<file path="src/rtl/mda_adc_pkg.sv">
// Shared types and constants for the LTC2308-style ADC sequencer.
// Holds the FSM state enum, channel/result widths, LTC2308 config-bit
// constants and the helper that builds the 6-bit config word.
package mda_adc_pkg;

  localparam int NUM_CH         = 8;
  localparam int CH_W           = 3;
  localparam int RESULT_W       = 12;
  localparam int CFG_W          = 6;
  localparam int CONVST_CYCLES  = 2;

  // LTC2308 config bits: single-ended, unipolar, awake.
  localparam logic CFG_SD  = 1'b1;
  localparam logic CFG_UNI = 1'b1;
  localparam logic CFG_SLP = 1'b0;

  typedef enum logic [2:0] {
    S_IDLE,
    S_CONVST,
    S_CONV,
    S_SHIFT,
    S_DONE,
    S_ACQ
  } state_e;

  // Config word sent MSB first: {S/D, O/S, S1, S0, UNI, SLP}.
  function automatic logic [CFG_W-1:0] cfg_word(input logic [CH_W-1:0] ch);
    return {CFG_SD, ch[0], ch[2], ch[1], CFG_UNI, CFG_SLP};
  endfunction

endpackage

</file>
<file path="src/rtl/mda_adc_shifter.sv">
// SCK generator and 12-bit full-duplex shift register for one ADC frame.
// A start pulse loads the config word; the frame then runs 24 SCK
// half-periods. SDI updates on the edge that lowers SCK, SDO is captured
// on the edge that raises SCK. o_done is high in the last frame cycle.
module mda_adc_shifter
  import mda_adc_pkg::*;
#(
  parameter int SCK_HALF = 2
) (
  input  logic                i_clk,
  input  logic                i_rst,
  input  logic                i_start,
  input  logic [CFG_W-1:0]    i_cfg,
  input  logic                i_sdo,
  output logic                o_done,
  output logic                o_sck,
  output logic                o_sdi,
  output logic [RESULT_W-1:0] o_data
);

  localparam int HALVES = 2 * RESULT_W;
  localparam int HCW    = (SCK_HALF > 1) ? $clog2(SCK_HALF) : 1;

  logic                r_active;
  logic                r_sck;
  logic [HCW-1:0]      r_half_cnt;
  logic [4:0]          r_half_idx;
  logic [RESULT_W-1:0] r_tx;
  logic [RESULT_W-1:0] r_rx;

  logic w_half_end;
  logic w_last;

  assign w_half_end = (r_half_cnt == HCW'(SCK_HALF - 1));
  assign w_last     = r_active && w_half_end && (r_half_idx == 5'(HALVES - 1));

  // Half-period timing, SCK toggling and both shift directions.
  // NOTE: non-blocking assignments so every flop samples pre-edge values.
  always_ff @(posedge i_clk or posedge i_rst) begin
    if (i_rst) begin
      r_active   <= 1'b0;
      r_sck      <= 1'b0;
      r_half_cnt <= '0;
      r_half_idx <= '0;
      r_tx       <= '0;
      r_rx       <= '0;
    end else if (i_start) begin
      r_active   <= 1'b1;
      r_sck      <= 1'b0;
      r_half_cnt <= '0;
      r_half_idx <= '0;
      r_tx       <= {i_cfg, {(RESULT_W - CFG_W){1'b0}}};
    end else if (r_active) begin
      if (!w_half_end) begin
        r_half_cnt <= r_half_cnt + 1'b1;
      end else begin
        r_half_cnt <= '0;
        if (w_last) begin
          r_active <= 1'b0;
          r_sck    <= 1'b0;
          r_tx     <= '0;
        end else begin
          r_half_idx <= r_half_idx + 1'b1;
          r_sck      <= ~r_sck;
          if (!r_sck) r_rx <= {r_rx[RESULT_W-2:0], i_sdo};
          else        r_tx <= {r_tx[RESULT_W-2:0], 1'b0};
        end
      end
    end
  end

  assign o_done = w_last;
  assign o_sck  = r_sck;
  assign o_sdi  = r_tx[RESULT_W-1];
  assign o_data = r_rx;

endmodule

</file>
<file path="src/rtl/mda_adc_sequencer.sv">
// LTC2308-style ADC scan sequencer: CONVST pulse, conversion wait, SPI
// frame, acquisition gap. Scans enabled channels in ascending order; the
// word sent in one frame selects the next frame's conversion, so results
// are tagged with the channel configured one frame earlier.
// Optional feature: define MDA_ADC_SWEEP_CNT_EN to add sweep_count[15:0].
module mda_adc_sequencer
  import mda_adc_pkg::*;
#(
  parameter int SCK_HALF    = 2,
  parameter int CONV_CYCLES = 64,
  parameter int ACQ_CYCLES  = 10
) (
  input  logic                spi_clk,
  input  logic                spi_reset,
  input  logic                enable,
  input  logic [NUM_CH-1:0]   ch_mask,
  output logic [RESULT_W-1:0] result_data,
  output logic [CH_W-1:0]     result_ch,
  output logic                result_valid,
  output logic                sweep_done,
  output logic                busy,
  output logic                ADC_CONVST,
  output logic                ADC_SCK,
  output logic                ADC_SDI,
  input  logic                ADC_SDO
`ifdef MDA_ADC_SWEEP_CNT_EN
  ,
  output logic [15:0]         sweep_count
`endif
);

  state_e              r_state;
  state_e              w_next_state;
  logic [15:0]         r_cnt;
  logic [NUM_CH-1:0]   r_mask;
  logic [CH_W-1:0]     r_cur_ch;
  logic [CH_W-1:0]     r_prev_ch;
  logic                r_prime;
  logic [RESULT_W-1:0] r_result_data;
  logic [CH_W-1:0]     r_result_ch;
  logic                r_result_valid;
  logic                r_sweep_done;

  logic                w_run;
  logic                w_start;
  logic                w_idle_exit;
  logic                w_latch_mask;
  logic                w_frame_end;
  logic                w_advance;
  logic                w_convst;
  logic                w_shift_done;
  logic [RESULT_W-1:0] w_shift_data;

  function automatic logic [CH_W-1:0] lowest_set(input logic [NUM_CH-1:0] mask);
    lowest_set = '0;
    for (int i = NUM_CH - 1; i >= 0; i--) if (mask[i]) lowest_set = CH_W'(i);
  endfunction

  function automatic logic [CH_W-1:0] highest_set(input logic [NUM_CH-1:0] mask);
    highest_set = '0;
    for (int i = 0; i < NUM_CH; i++) if (mask[i]) highest_set = CH_W'(i);
  endfunction

  // Next set bit above cur, wrapping; returns cur if it is the only one.
  function automatic logic [CH_W-1:0] next_set(input logic [NUM_CH-1:0] mask,
                                               input logic [CH_W-1:0]   cur);
    logic [CH_W-1:0] idx;
    logic            found;
    next_set = cur;
    found    = 1'b0;
    for (int i = 1; i <= NUM_CH; i++) begin
      idx = cur + CH_W'(i);
      if (!found && mask[idx]) begin
        next_set = idx;
        found    = 1'b1;
      end
    end
  endfunction

  // FSM state register and per-state cycle counter.
  always_ff @(posedge spi_clk or posedge spi_reset) begin
    if (spi_reset) begin
      r_state <= S_IDLE;
      r_cnt   <= '0;
    end else begin
      r_state <= w_next_state;
      r_cnt   <= (w_next_state != r_state) ? '0 : r_cnt + 1'b1;
    end
  end

  // Next-state decode and frame control strobes.
  // NOTE: every output gets a default first so no path infers a latch.
  always_comb begin
    w_next_state = r_state;
    w_run        = enable && (ch_mask != '0);
    w_start      = 1'b0;
    w_idle_exit  = 1'b0;
    w_latch_mask = 1'b0;
    w_frame_end  = 1'b0;
    w_advance    = 1'b0;
    w_convst     = 1'b0;
    case (r_state)
      S_IDLE: begin
        if (w_run) begin
          w_next_state = S_CONVST;
          w_idle_exit  = 1'b1;
          w_latch_mask = 1'b1;
        end
      end
      S_CONVST: begin
        w_convst = 1'b1;
        if (r_cnt == 16'(CONVST_CYCLES - 1)) w_next_state = S_CONV;
      end
      S_CONV: begin
        if (r_cnt == 16'(CONV_CYCLES - 1)) begin
          w_next_state = S_SHIFT;
          w_start      = 1'b1;
        end
      end
      S_SHIFT: begin
        if (w_shift_done) begin
          w_next_state = S_DONE;
          w_frame_end  = 1'b1;
        end
      end
      S_DONE: begin
        w_next_state = S_ACQ;
        w_advance    = 1'b1;
      end
      S_ACQ: begin
        if (r_cnt == 16'(ACQ_CYCLES - 1)) begin
          if (w_run) begin
            w_next_state = S_CONVST;
            w_latch_mask = 1'b1;
          end else begin
            w_next_state = S_IDLE;
          end
        end
      end
      default: w_next_state = S_IDLE;
    endcase
  end

  // Mask latch, channel pipeline, priming and result strobes.
  always_ff @(posedge spi_clk or posedge spi_reset) begin
    if (spi_reset) begin
      r_mask         <= '0;
      r_cur_ch       <= '0;
      r_prev_ch      <= '0;
      r_prime        <= 1'b1;
      r_result_data  <= '0;
      r_result_ch    <= '0;
      r_result_valid <= 1'b0;
      r_sweep_done   <= 1'b0;
    end else begin
      r_result_valid <= 1'b0;
      r_sweep_done   <= 1'b0;
      if (w_latch_mask) r_mask <= ch_mask;
      if (w_idle_exit) begin
        r_cur_ch <= lowest_set(ch_mask);
        r_prime  <= 1'b1;
      end
      if (w_frame_end && !r_prime) begin
        r_result_valid <= 1'b1;
        r_result_data  <= w_shift_data;
        r_result_ch    <= r_prev_ch;
        r_sweep_done   <= (r_prev_ch == highest_set(r_mask));
      end
      if (w_advance) begin
        r_prime   <= 1'b0;
        r_prev_ch <= r_cur_ch;
        r_cur_ch  <= next_set(r_mask, r_cur_ch);
      end
    end
  end

  mda_adc_shifter #(
    .SCK_HALF (SCK_HALF)
  ) u_shifter (
    .i_clk   (spi_clk),
    .i_rst   (spi_reset),
    .i_start (w_start),
    .i_cfg   (cfg_word(r_cur_ch)),
    .i_sdo   (ADC_SDO),
    .o_done  (w_shift_done),
    .o_sck   (ADC_SCK),
    .o_sdi   (ADC_SDI),
    .o_data  (w_shift_data)
  );

  assign ADC_CONVST   = w_convst;
  assign busy         = (r_state != S_IDLE);
  assign result_data  = r_result_data;
  assign result_ch    = r_result_ch;
  assign result_valid = r_result_valid;
  assign sweep_done   = r_sweep_done;

`ifdef MDA_ADC_SWEEP_CNT_EN
  logic [15:0] r_sweep_count;

  // Completed-sweep counter, wraps naturally at 16 bits.
  always_ff @(posedge spi_clk or posedge spi_reset) begin
    if (spi_reset)         r_sweep_count <= '0;
    else if (r_sweep_done) r_sweep_count <= r_sweep_count + 1'b1;
  end

  assign sweep_count = r_sweep_count;
`endif

endmodule

</file>
<file path="config.mk">
export PLATFORM = sky130hd
export DESIGN_NAME = mda_adc_sequencer
export DESIGN_NICKNAME = d
export VERILOG_FILES = /design/src/rtl/mda_adc_pkg.sv /design/src/rtl/mda_adc_shifter.sv /design/src/rtl/mda_adc_sequencer.sv
export SDC_FILE = /design/constraint.sdc
export NUM_CORES = 1
export LEC_CHECK = 0
export ABC_AREA = 1
export CORE_MARGIN = 3
export CORE_UTILIZATION = 35
export CTS_BUF_LIST = sky130_fd_sc_hd__clkbuf_8 sky130_fd_sc_hd__clkbuf_16
export DETAILED_ROUTE_END_ITERATION = 8
export PLACE_DENSITY = 0.58
export SLEW_MARGIN = 20
export SYNTH_ARGS = -nofsm -noshare
export SYNTH_HDL_FRONTEND = slang
export SYNTH_SLANG_ARGS = --single-unit
</file>
<file path="constraint.sdc">
create_clock -name spi_clk -period 2.84 [get_ports spi_clk]
set_input_delay 0.426 -clock spi_clk [delete_from_list [all_inputs] [get_ports spi_clk]]
set_output_delay 0.426 -clock spi_clk [all_outputs]
set_load 0.02 [all_outputs]
</file>
==> flow_summary.toml <==
[status]
run_status = "finished, final reports clean"

[timing]
hold_slack_ps = 360
clock.fmax_ghz = 0.430
setup_viol = 0
finalWorstSetupSlack_ps = 512
slew_viol_final = 0
rsz0062_at_grt = "no"
relSlewSlack_pct = 67.8
tns_ps = 0
fin_crit_sh_pct = 82.0
period_needed_ps = 2330
hold_viol_final = 0
clock_skew_ps = 9.34
tightest_slew_ps = 483

[synth]
syn_area_um2 = 4250
ys_types = 46
yosysSeqAreaShare_pct = 44.8
syn_nets = 524
yosysWarnings = 0
netlist_instances = 507
synth_seq_cells = 76
avgSynthCellArea_um2 = 8.38

[worst_setup_path]
crit_type = "reg2reg"
cp_data_required_time_ps = 3060
cp_slowest_cell = "ha_1"
cp.arrival_ps = 2550
path_cells = "inv_2 > ha_1 > inv_1 > nand3_1 > nand3_1 > nand2_1 > inv_2 > nand3_4 > nor2_8 > nand4_2 > o21ai_1 > inv_1 > nand2_1 > nand2_1 > nand2_1 > nand2_1"
cp-end-kind = "flop"
cpMostUsedCell = "nand2_1"
critPathLaunchType = "flop"
r2r_cells = 16
cp_slowest_stage_delay_ps = 380
cp_max_fo = 6

[floorplan]
start_util_pct = 36.4
die_h_um = 116
pin_count = 33
core_um2 = 11700
die_area_um2 = 13500
rows = 39
die_width_um = 116

[route]
vias = 3460
ant_nets = 0
wl_met2_um = 4280
firstDrtPassIters = 4
route.detailed.drc = 0
routed_via_density = 4.96
met1_length_um = 4510
wl_per_cell_um = 13.3
drt_wl_total_um = 9250
dr_wl_met3_um = 255
first_iter_violations = 196
top_layer = "met4"

[power]
cellLeakagePower_nw = 2.40
vdd_ir_drop_max_uv = 306
p_per_area_nw_per_um2 = 462

[cells_and_area]
nFillCells = 1147
diodes = 0
multi_input_area_um2 = 2020
seq_area_um2 = 1900
nets = 566
areaGrowthSynthToFinish_pct = 19.4
drive_gt1_share_pct = 17.3
final_util_pct = 43.5
layout_common_cells = "105 x nand2_1, 75 x dfrtp_1, 54 x inv_1"
final_common_cell = "nand2_1"

[global_routing]
grt_usage_pct = 14.7
grt_max_degree = 41
overflow = 0
antenna_found_initial = 0
grt_pass1_wl_um = 16000
grt_pass1_vias = 3470

[hold_path]
worstHoldPathType = "in2async"

[clock_tree]
clock_sinks = 76
cts_tree = "done"
cts_buffers = 9
clock_latency_ps = 340
post-cts-setup-buffer-count = 0
cts_buffer_depth = 2
cts-resized-gates = 0
hold_buffers = 0
cts-root-buf = "clkbuf_16"
clkTransAtPathRegs_ps = 70
htreeDepth = 3

[run]
cap_violations = 0

[placed_design]
io_buffers = 32
dp_hpwl_um = 6820
dp_worst_setup_slack_ps = 353
finalWeightedCongestion = 0.904
==> cell families after synthesis <==
group | synth area share [%]
simple gates | 29.6
buf+inv | 7.69
flops | 44.8
compound gates | 10.5
xor+xnor | 3.06
mux | 2.92
fa+ha+maj | 1.47
==> path summary, 6_finish.rpt <==
path,slack [ps],endpoint,startpoint
worst max-delay path,510,r_cur_ch[2]$_DFFE_PP0P_,r_cur_ch[0]$_DFFE_PP0P_
worst min-delay path,360,r_cur_ch[0]$_DFFE_PP0P_,spi_reset
worst max register to register,510,r_cur_ch[2]$_DFFE_PP0P_,r_cur_ch[0]$_DFFE_PP0P_
worst min register to register,480,r_prime$_DFFE_PP1P_,r_prime$_DFFE_PP1P_
max in group asynchronous,1830,u_shifter.r_tx[9]$_DFFE_PP0P_,spi_reset
min in group spi_clk,480,r_prime$_DFFE_PP1P_,r_prime$_DFFE_PP1P_
==> critical path, delay by kind of cell, from the launching register on <==
kind	cells	cell delay, ps
AND/OR/NAND/NOR	10	950
adder cells (fa/ha/maj)	1	380
AO/OA/AOI/OAI	1	120
flip-flops	1	360
buffers and inverters	4	390
==> sequential cells by signal, indices dropped and copies added (netlist names), 5 cells and up <==
register and cells:
result_data 12, u_shifter.r_half_idx 5, r_cnt 16, u_shifter.o_data 12, r_mask 8, u_shifter.r_tx 5
==> area by class of cell <==
type / count / share of cell area (%)
Clock buffer: 9 / 4.44
Clock inverter: 7 / 1.78
Timing Repair Buffer: 42 / 8.04
Multi-Input combinational cell: 354 / 39.8
Sequential cell: 76 / 37.5
Tap cell: 143 / 3.53
Inverter: 66 / 4.91
==> metal layers <==
layer / vias up / track usage, %
li1: 1748 / -
met1: 1636 / 20.0
met2: 56 / 23.5
met5: - / 0
met4: 0 / 5.57
met3: 20 / 2.49
==> per-stage QoR <==
stage	power (mW)	instances	instance area, um^2
floorplan	1.13	507	4250
global placement	1.16	681	4760
detailed placement	1.16	681	4760
CTS	2.38	697	5070
global route	2.43	697	5070
finish	2.34	697	5070
==> synthesized netlist by cell type (all sizes together) <==
master  instances  area [um^2]
a211o           1         8.76
a21boi          2         15.0
a21oi          22          118
a311oi          1         8.76
a31oi           2         18.8
buf            10         73.8
clkbuf          1         3.75
clkinv          1         5.00
dfrtp          75         1880
dfstp           1         26.3
ha              5         62.6
inv            65          244
mux2           11          124
nand2         117          479
nand3          51          320
nand4          11         81.3
nor2           55          253
nor3           10         76.3
nor3b           1         7.51
nor4            3         33.8
o211ai          4         35.0
o21a            7         52.6
o21ai          33          165
o31ai           3         22.5
or2             1         6.26
xnor2           4         42.6
xor2           10         87.6
==> where the power goes <==
group / switching [mW] / internal (mW)
Clock: 0.500 / 0.705
Combinational: 0.0338 / 0.0211
Sequential: 0.000219 / 1.08
(Power assumes the default switching activity.)
==> edit (same flow settings) <==
Change the package constant `CH_W` from 3 to 5.
--- a/src/rtl/mda_adc_pkg.sv
+++ b/src/rtl/mda_adc_pkg.sv
@@ -4,7 +4,7 @@
 package mda_adc_pkg;
 
   localparam int NUM_CH         = 8;
-  localparam int CH_W           = 3;
+  localparam int CH_W           = 5;
   localparam int RESULT_W       = 12;
   localparam int CFG_W          = 6;
   localparam int CONVST_CYCLES  = 2;
Interface: changed (resized result_ch); port bits go from 33 to 35. No check against the original RTL was run, so the function may have changed too.
==> edit against the unedited design <==
Design area increased by 17%. Routed wire length increased by 31%. Sequential cell count increased by 6. Worst setup slack got worse by 0.29 ns. Synthesized area increased by 18%. Count of clock-buffer cells in the layout increased by 1. Die area increased by 17%. Largest cell class unchanged. Highest routed layer unchanged.
Power is not compared: it rests on default switching activity, and its combinational part moved more than twofold at a synthesized area within 25%.
==> edit: results (changes against the unedited design) <==
run_status: "finished clean"  # unchanged
dpl-instance-area_um2: 5600  # was 4760 µm²
max_flop_register: "r_cnt"  # unchanged
synth_compound_area_share_pct: 10.6  # was 10.5%
r2r_slack_ns: 0.22  # was 0.51 ns
drive_above_1_share_pct: 9.52  # was 17.3%
whs_ns: 0.470  # was 0.360 ns
rr_endpoint: "r_cur_ch[1]$_DFFE_PP0P_"  # was r_cur_ch[2]$_DFFE_PP0P_
cts_max_level: 3  # unchanged
ir_worst_vdd_uv: 392
clockBufferDepth: 2  # unchanged
hold_path.class: "flip-flop to flip-flop"  # was input port to async pin
wl_per_cell_um: 13.6  # was 13.3 µm
antenna_found_initial: 0  # unchanged
synthAdderAreaFrac_pct: 3.00  # was 1.47%
cts_buffers: 9  # unchanged
min_path_cells: 2
p_int_mw: 2.02
largest_reg_flops: 16  # unchanged
hpwl_um: 9110  # was 6820 µm
ys_top_cells_by_area: "dfrtp_1 41%, nand2_1 13%, inv_1 5.5%"  # was dfrtp_1 44%, nand2_1 9.3%, inv_1 4.9%
grt_first_pass_wirelength_um: 20800  # was 16000 µm
r2r_start: "r_cur_ch[1]$_DFFE_PP0P_"  # was r_cur_ch[0]$_DFFE_PP0P_
async_reset_ff_share_pct: 100  # unchanged
num_vias: 4382  # was 3460
grt_max_degree: 46  # was 41
arrival_ns: 2.84  # was 2.55 ns
dr.pass1.iters: 5  # was 4
cp_slowest_cell: "dfrtp_1"  # was ha_1
root_buffer: "clkbuf_16"  # unchanged
pre_cts_ws_ns: 0.0265  # was 0.353 ns
nets: 733  # was 566
portBuffers: 34  # was 32
holdPathEnd: "u_shifter.r_tx[7]$_DFFE_PP0P_"
leakage_nw: 2.92
place_congestion: 0.944  # was 0.904
numPlacedInstances: 878  # was 681
synth_edf_count: 0  # unchanged
cts_setup_buffers: 0  # unchanged
skew_ns: 0.00362  # was 0.00934 ns
grt_pass1_vias: 4298  # was 3470
path_clk_slew_ns: 0.06
synth-xor-area-share_pct: 4.36  # was 3.06%
syn_nets: 689  # was 524
ys_warn_count: 0  # unchanged
synth-seq-area-share_pct: 41.1  # was 44.8%
synthMuxAreaShare_pct: 0.225  # was 2.92%
track_usage_pct: 16.0  # was 14.7%
cts_resized: 0  # unchanged
critPathMaxFanout: 10  # was 6
slowest_delay_ns: 0.45  # was 0.38 ns
timing.slew.headroom_pct: 55.2  # was 67.8%
synth_cells: 665  # was 507
drt-total-wl_um: 12200  # was 9250 µm
drt_iter0_drc: 315  # was 196
yosys-top-cells-count: "179 x nand2_1, 81 x dfrtp_1, 73 x inv_1"  # was 105 x nand2_1, 75 x dfrtp_1, 55 x inv_1
diodes: 0  # unchanged
n_fill_cell: 1376  # was 1147
-- edit: changes by cell type after synthesis, moves of 7 or more --
cell / before / now
nand3_1: 41 / 54
o21ai_0: 28 / 41
xor2_1: 10 / 20
nor2_1: 42 / 70
nor2_2: 12 / 0
nand2_1: 105 / 179
a21oi_1: 20 / 28
ha_1: 5 / 12
mux2_2: 10 / 1
inv_1: 55 / 73
nor3_1: 6 / 13
-- edit: worst max path at each step --
stage	from	end	slack (ns)	depth (start not counted)
finish	r_cur_ch[1]$_DFFE_PP0P_	r_cur_ch[1]$_DFFE_PP0P_	0.22	16
CTS	r_cur_ch[1]$_DFFE_PP0P_	r_cur_ch[1]$_DFFE_PP0P_	0.24	14
global placement	ch_mask[3]	r_cnt[8]$_DFF_PP0_	0.13	10
detailed placement	ch_mask[4]	r_cnt[9]$_DFF_PP0_	0.03	10
floorplan	spi_reset	r_cnt[0]$_DFF_PP0_	0.31	1
global route	r_cur_ch[0]$_DFFE_PP0P_	r_cur_ch[3]$_DFFE_PP0P_	0.04	17
-- edit: layout make-up --
type | instances | area, µm² | share of cell area (%)
Timing Repair Buffer | 47 | 450 | 7.58
Tap cell | 180 | 225 | 3.79
Multi-Input combinational cell | 487 | 2570 | 43.3
Inverter | 82 | 309 | 5.20
Sequential cell | 82 | 2050 | 34.6
Clock inverter | 6 | 90.1 | 1.52
Clock buffer | 10 | 239 | 4.02
-- edit: per-layer routing --
metal  up-vias  global-route usage [%]  share of wire, %
met5         -                       0                 0
met4         0                    4.21               1.8
met3        22                    3.25               4.6
met2        86                    26.0                46
met1      2035                    21.7                47
li1       2239                       -                 -
-- edit: worst register-to-register path: cells and delay by family, from the launching register on --
kind / cells / cell delay [ns]
adder cells (fa/ha/maj): 1 / 0.41
buffers and inverters: 3 / 0.40
flip-flops: 1 / 0.45
AND/OR/NAND/NOR: 12 / 1.24
-- edit: logic make-up after synthesis --
family	count (synthesis)
AND/OR/NAND/NOR	356
buffers and inverters	96
AO/OA/AOI/OAI	94
flip-flops	82
XOR/XNOR	24
adder cells (fa/ha/maj)	12
multiplexers	1
-- edit: per-stage QoR --
step	power, mW	util [%]
2_1_floorplan	1.31	-
3_3_place_gp	1.36	40.2
3_5_place_dp	1.36	40.2
4_1_cts	2.64	42.6
5_1_grt	2.71	42.6
6_report	2.60	42.6
-- edit: power groups by stage --
stage               combinational (mW)  sequential, mW  clock (mW)
floorplan                        0.108            1.20           0
global placement                 0.156            1.21           0
detailed placement               0.158            1.21           0
CTS                              0.159            1.19        1.30
global route                     0.177            1.19        1.35
finish                           0.156            1.19        1.26
